**src/rtl/uart_frame_counter.sv**
```systemverilog
// uart_frame_counter
//   Tracks bit position inside one UART frame: start bit, D data bits,
//   an optional parity bit, and one or two stop bits. Configuration is
//   latched on an accepted start. The counter advances on each tick.
//
//   Optional feature macro: UART_FRAME_COUNTER_OVERRUN_EN adds the
//   overrun output (sticky flag for a start seen while a frame is active).
//
// Ports
//   clk        rising-edge clock
//   reset      asynchronous, active-low reset
//   start      begin a frame and latch data_bits / parity_en / two_stop
//   tick       one bit period elapsed (advance strobe)
//   data_bits  requested data-bit count, clamped to 5..MAX_DATA
//   parity_en  parity bit present
//   two_stop   two stop bits instead of one
//   busy       frame in progress
//   bit_cnt    current bit position within the frame
//   phase      00 start, 01 data, 10 parity, 11 stop
//   data_idx   data bit index during the data phase, else 0
//   last_bit   bit_cnt is the final position of the frame
//   done       one-cycle pulse after the final tick
//   overrun    (macro only) start seen while active, sticky until next start
module uart_frame_counter #(
    parameter int MAX_DATA = 8,
    parameter int CNT_W    = 4
) (
    input  logic             clk,
    input  logic             reset,
    input  logic             start,
    input  logic             tick,
    input  logic [3:0]       data_bits,
    input  logic             parity_en,
    input  logic             two_stop,
    output logic             busy,
    output logic [CNT_W-1:0] bit_cnt,
    output logic [1:0]       phase,
    output logic [CNT_W-1:0] data_idx,
    output logic             last_bit,
`ifdef UART_FRAME_COUNTER_OVERRUN_EN
    output logic             done,
    output logic             overrun
`else
    output logic             done
`endif
);

    typedef enum logic {IDLE, ACTIVE} state_t;

    state_t           state;
    logic [CNT_W-1:0] d_lat;
    logic             par_lat;
    logic             two_lat;
    logic [CNT_W-1:0] last_pos;

    function automatic logic [CNT_W-1:0] clamp_bits(input logic [3:0] v);
        if (int'(v) < 5)
            return CNT_W'(5);
        if (int'(v) > MAX_DATA)
            return CNT_W'(MAX_DATA);
        return CNT_W'(v);
    endfunction

    // L-1 = D + parity + stop bits (the start bit occupies position 0)
    assign last_pos = d_lat + CNT_W'(par_lat) + (two_lat ? CNT_W'(2) : CNT_W'(1));

    always_ff @(posedge clk or negedge reset) begin
        if (!reset) begin
            state   <= IDLE;
            bit_cnt <= '0;
            done    <= 1'b0;
            d_lat   <= CNT_W'(8);
            par_lat <= 1'b0;
            two_lat <= 1'b0;
`ifdef UART_FRAME_COUNTER_OVERRUN_EN
            overrun <= 1'b0;
`endif
        end else begin
            done <= 1'b0;
            case (state)
                IDLE: begin
                    // a tick in the same cycle as start is dropped
                    if (start) begin
                        d_lat   <= clamp_bits(data_bits);
                        par_lat <= parity_en;
                        two_lat <= two_stop;
                        bit_cnt <= '0;
                        state   <= ACTIVE;
`ifdef UART_FRAME_COUNTER_OVERRUN_EN
                        overrun <= 1'b0;
`endif
                    end
                end
                ACTIVE: begin
`ifdef UART_FRAME_COUNTER_OVERRUN_EN
                    if (start)
                        overrun <= 1'b1;
`endif
                    if (tick) begin
                        if (bit_cnt == last_pos) begin
                            bit_cnt <= '0;
                            state   <= IDLE;
                            done    <= 1'b1;
                        end else begin
                            bit_cnt <= bit_cnt + CNT_W'(1);
                        end
                    end
                end
                default: state <= IDLE;
            endcase
        end
    end

    // Field decode uses only registered state, so no input reaches these outputs.
    assign busy     = (state == ACTIVE);
    assign last_bit = busy && (bit_cnt == last_pos);

    always_comb begin
        phase = 2'b11;
        if (bit_cnt == '0)
            phase = 2'b00;
        else if (bit_cnt <= d_lat)
            phase = 2'b01;
        else if (par_lat && (bit_cnt == d_lat + CNT_W'(1)))
            phase = 2'b10;
    end

    assign data_idx = (phase == 2'b01) ? bit_cnt - CNT_W'(1) : '0;

endmodule

```
**config.mk**
```make
export PLATFORM = sky130hd
export DESIGN_NAME = uart_frame_counter
export DESIGN_NICKNAME = d
export VERILOG_FILES = /design/src/rtl/uart_frame_counter.sv
export SDC_FILE = /design/constraint.sdc
export NUM_CORES = 1
export LEC_CHECK = 0
export BUFFER_PORTS_ARGS = -buffer_cell sky130_fd_sc_hd__buf_2
export CORE_MARGIN = 4
export CORE_UTILIZATION = 30
export DETAILED_ROUTE_END_ITERATION = 8
export PLACE_DENSITY_LB_ADDON = 0.2
export SETUP_SLACK_MARGIN = 0.15
export SYNTH_ARGS = -nofsm -noshare
export SYNTH_HDL_FRONTEND = slang
export SYNTH_SLANG_ARGS = --single-unit
export TNS_END_PERCENT = 100
```
**constraint.sdc**
```tcl
create_clock -name clk -period 2.7 [get_ports clk]
set_input_delay 0.135 -clock clk [delete_from_list [all_inputs] [get_ports clk]]
set_output_delay 0.135 -clock clk [all_outputs]
set_load 0.01 [all_outputs]
```
==> impl_metrics.env <==
export IMPL_outcome="finished clean"
export IMPL_grt_max_degree=13
export IMPL_cts_buffers=3
export IMPL_layout_min_cycle_time_ps=2500
export IMPL_p_per_area_nw_per_um2=1570
export IMPL_fin_hold_ws_ps=68.7
export IMPL_skew_ps=9.66
export IMPL_utilization_pct=38.9
export IMPL_slew_violations=0
export IMPL_cp_slowest_stage_delay_ps=450
export IMPL_clock_path_buffers=2
export IMPL_design_area_um2=1100
export IMPL_cts_sinks=12
export IMPL_vias=750
export IMPL_r2r_start="d_lat[0]"
export IMPL_synth_top_family_by_area="simple AND/OR/NAND/NOR gates"
export IMPL_drc=0
export IMPL_overflow=0
export IMPL_cp_end_kind="primary output"
export IMPL_synth_compound_area_share_pct=12.0
export IMPL_drive_above_1_share_pct=29.6
export IMPL_ys_seq_area_share_pct=32.8
export IMPL_cp_slowest_cell="fa_1"
export IMPL_setup_viol_count_final=0
export IMPL_slew_headroom_pct=74.8
export IMPL_core_um2=2830
export IMPL_leakage_nw=0.538
export IMPL_place_area_um2=1040
export IMPL_grt_first_pass_wirelength_um=3440
export IMPL_rsz0062_at_grt="true"
export IMPL_die_height_um=63.3
export IMPL_tightest_slew_ps=368
export IMPL_root_buffer="clkbuf_4"
export IMPL_ant_nets=0
export IMPL_synthFlopType="dfrtp_1"
export IMPL_path_cells="inv_1, fa_2, fa_1, xnor2_1, nor3_4, nand2_2, nor2_1, buf_2"
export IMPL_synthMuxAreaShare_pct=1.23
export IMPL_hp_start="parity_en"
export IMPL_clk_pin_slew_ps=70
export IMPL_die_w_um=63.3
export IMPL_layout_common_cells="buf_2 (22), inv_1 (13), nor2_1 (11), dfrtp_1 (11)"
export IMPL_io_pins=23
export IMPL_path_delay_family="adder cells"
export IMPL_total_power_mw=1.73
export IMPL_grt_usage_pct=10.8
export IMPL_synth_xor_area_share_pct=13.1
export IMPL_antenna_found_initial=0
export IMPL_fill_cells=297
export IMPL_required_ps=2570
export IMPL_grt_pass1_vias=722
export IMPL_drtIter0Drc=24
export IMPL_critical_path_peak_fanout=4
export IMPL_timing_fmax_mhz=401
export IMPL_final_common_cell="buf_2"
export IMPL_power_switching_mw=0.845
export IMPL_ys_warn_count=0
export IMPL_combPwrFrac_pct=69.3
export IMPL_num_rows=19
export IMPL_synth_cell_area_um2=918
export IMPL_synth_seq_cells=12
export IMPL_synth_edf_count=0
export IMPL_synth_distinct_cells=34
export IMPL_place_congestion=0.749
export IMPL_critical_path_class="register to primary output"
export IMPL_drt_wl_total_um=2000
export IMPL_worstPathArrival_ps=2360
export IMPL_die_area_um2=4010
export IMPL_fin_crit_sh_pct=92.5
export IMPL_hpwlAfterDp_um=1570
export IMPL_swShare_pct=48.8
export IMPL_maxCapViolCount=0
export IMPL_hold_path_class="input port to register"
export IMPL_yosys_area_share_adder_pct=15.3
export IMPL_cts_tree="done"
export IMPL_cp_startpoint="d_lat[0]"
export IMPL_syn_nets=120
export IMPL_start_util_pct=32.5
export IMPL_detail_route_first_pass_iterations=3
export IMPL_n_antenna_cell=0
export IMPL_cts_htree_levels=1
export IMPL_yosys_area_share_simple_pct=17.7
export IMPL_synthArstFlopShare_pct=100
export IMPL_critPathLaunchType="register"
export IMPL_port_buffers=22
export IMPL_setup_tns_ps=0
export IMPL_cp_num_buf_inv=2
export IMPL_clock_latency_ps=280
export IMPL_avgViaCountPerCell=4.81
export IMPL_final_nets=146
export IMPL_peakVddDrop_mv=0.557
export IMPL_wire_per_inst_um=12.8
export IMPL_hold_viol_final=0
export IMPL_syn2layout_area_growth_pct=19.8
export IMPL_internal_power_mw=0.886
export IMPL_p_clk_share_pct=7.0
export IMPL_syn_inst=100
export IMPL_postSynthAreaPerCell_um2=9.18
export IMPL_seq_power_share_pct=23.8
## power by group through the flow
| stage | clock network, mW | registers, mW | logic (mW) |
|---|---|---|---|
| final | 0.120 | 0.412 | 1.20 |
| after global routing | 0.134 | 0.435 | 1.35 |
| after CTS | 0.124 | 0.414 | 1.16 |
| after detailed placement | 0 | 0.418 | 1.16 |
| after global placement | 0 | 0.417 | 1.13 |
| after floorplan | 0 | 0.374 | 0.902 |
## per-layer routing
layer / wire [µm] / up-vias / track usage (%)
li1: - / 386 / -
met1: 949 / 344 / 14.6
met2: 898 / 18 / 15.8
met3: 136 / 2 / 2.66
met4: 17 / 0 / 5.66
met5: 0 / - / 0
## worst reg2reg max path, stage by stage, from the launching register on
cell	delay (ps)
dfrtp_1	380
inv_1	90
fa_2	400
fa_1	450
xnor2_1	170
nor3_4	250
a21oi_2	100
a221o_1	320
## cells in the mapped netlist (2+ instances only)
cell / number / area [µm²]
inv_1: 13 / 48.8
dfrtp_1: 11 / 275
nor2_1: 11 / 41.3
ha_1: 8 / 100
xnor2_1: 8 / 70.1
nand2_1: 7 / 26.3
nand3_1: 5 / 25.0
o21ai_0: 5 / 25.0
o22ai_1: 3 / 18.8
a21oi_1: 2 / 10.0
clkbuf_1: 2 / 7.51
fa_1: 2 / 40.0
xor2_1: 2 / 17.5
## cells by family after synthesis
| family | count (synthesis) |
|---|---|
| AOI/OAI and AO/OA | 16 |
| xor gates and xnor gates | 12 |
| adders and majority gates | 10 |
| buffers and inverters | 17 |
| DFF | 12 |
| muxes | 1 |
| and+or+nand+nor | 32 |
## path summary, 6_finish.rpt
kind                               to  slack (ps)  depth (start not counted)
min reg2reg                  d_lat[3]         580                          2
max in group asynchronous    d_lat[3]        2140                          2
min                           par_lat          70                          3
min in group asynchronous        busy         270                          2
max                          last_bit         200                          8
max reg2reg                bit_cnt[2]         440                          7
## stage by stage
step,cells,setup slack [ps]
floorplan,100,516
global route,156,37.5
detailed placement,149,425
CTS,154,160
global placement,149,452
finish,156,204
## flip-flops by register name, indices dropped and copies added (netlist names)
register / cells
busy: 1
par_lat: 1
done: 1
bit_cnt: 4
two_lat: 1
d_lat: 4
## layout make-up
type | count | area [µm²] | share of cell area (%)
multi-input combinational | 71 | 549 | 49.9
sequential | 12 | 302 | 27.4
timing repair buffer | 25 | 135 | 12.3
inverter | 13 | 48.8 | 4.44
tap | 31 | 38.8 | 3.53
clock buffer | 4 | 26.3 | 2.39
## repair_timing
item | CTS | global route
buffers inserted | 0 | 2
endpoints found under the hold margin | 11 | 0
setup endpoints to repair | 0 | 1
gates resized for setup | 0 | 2
hold buffers | 1 | 0
(Power assumes the default switching activity.)
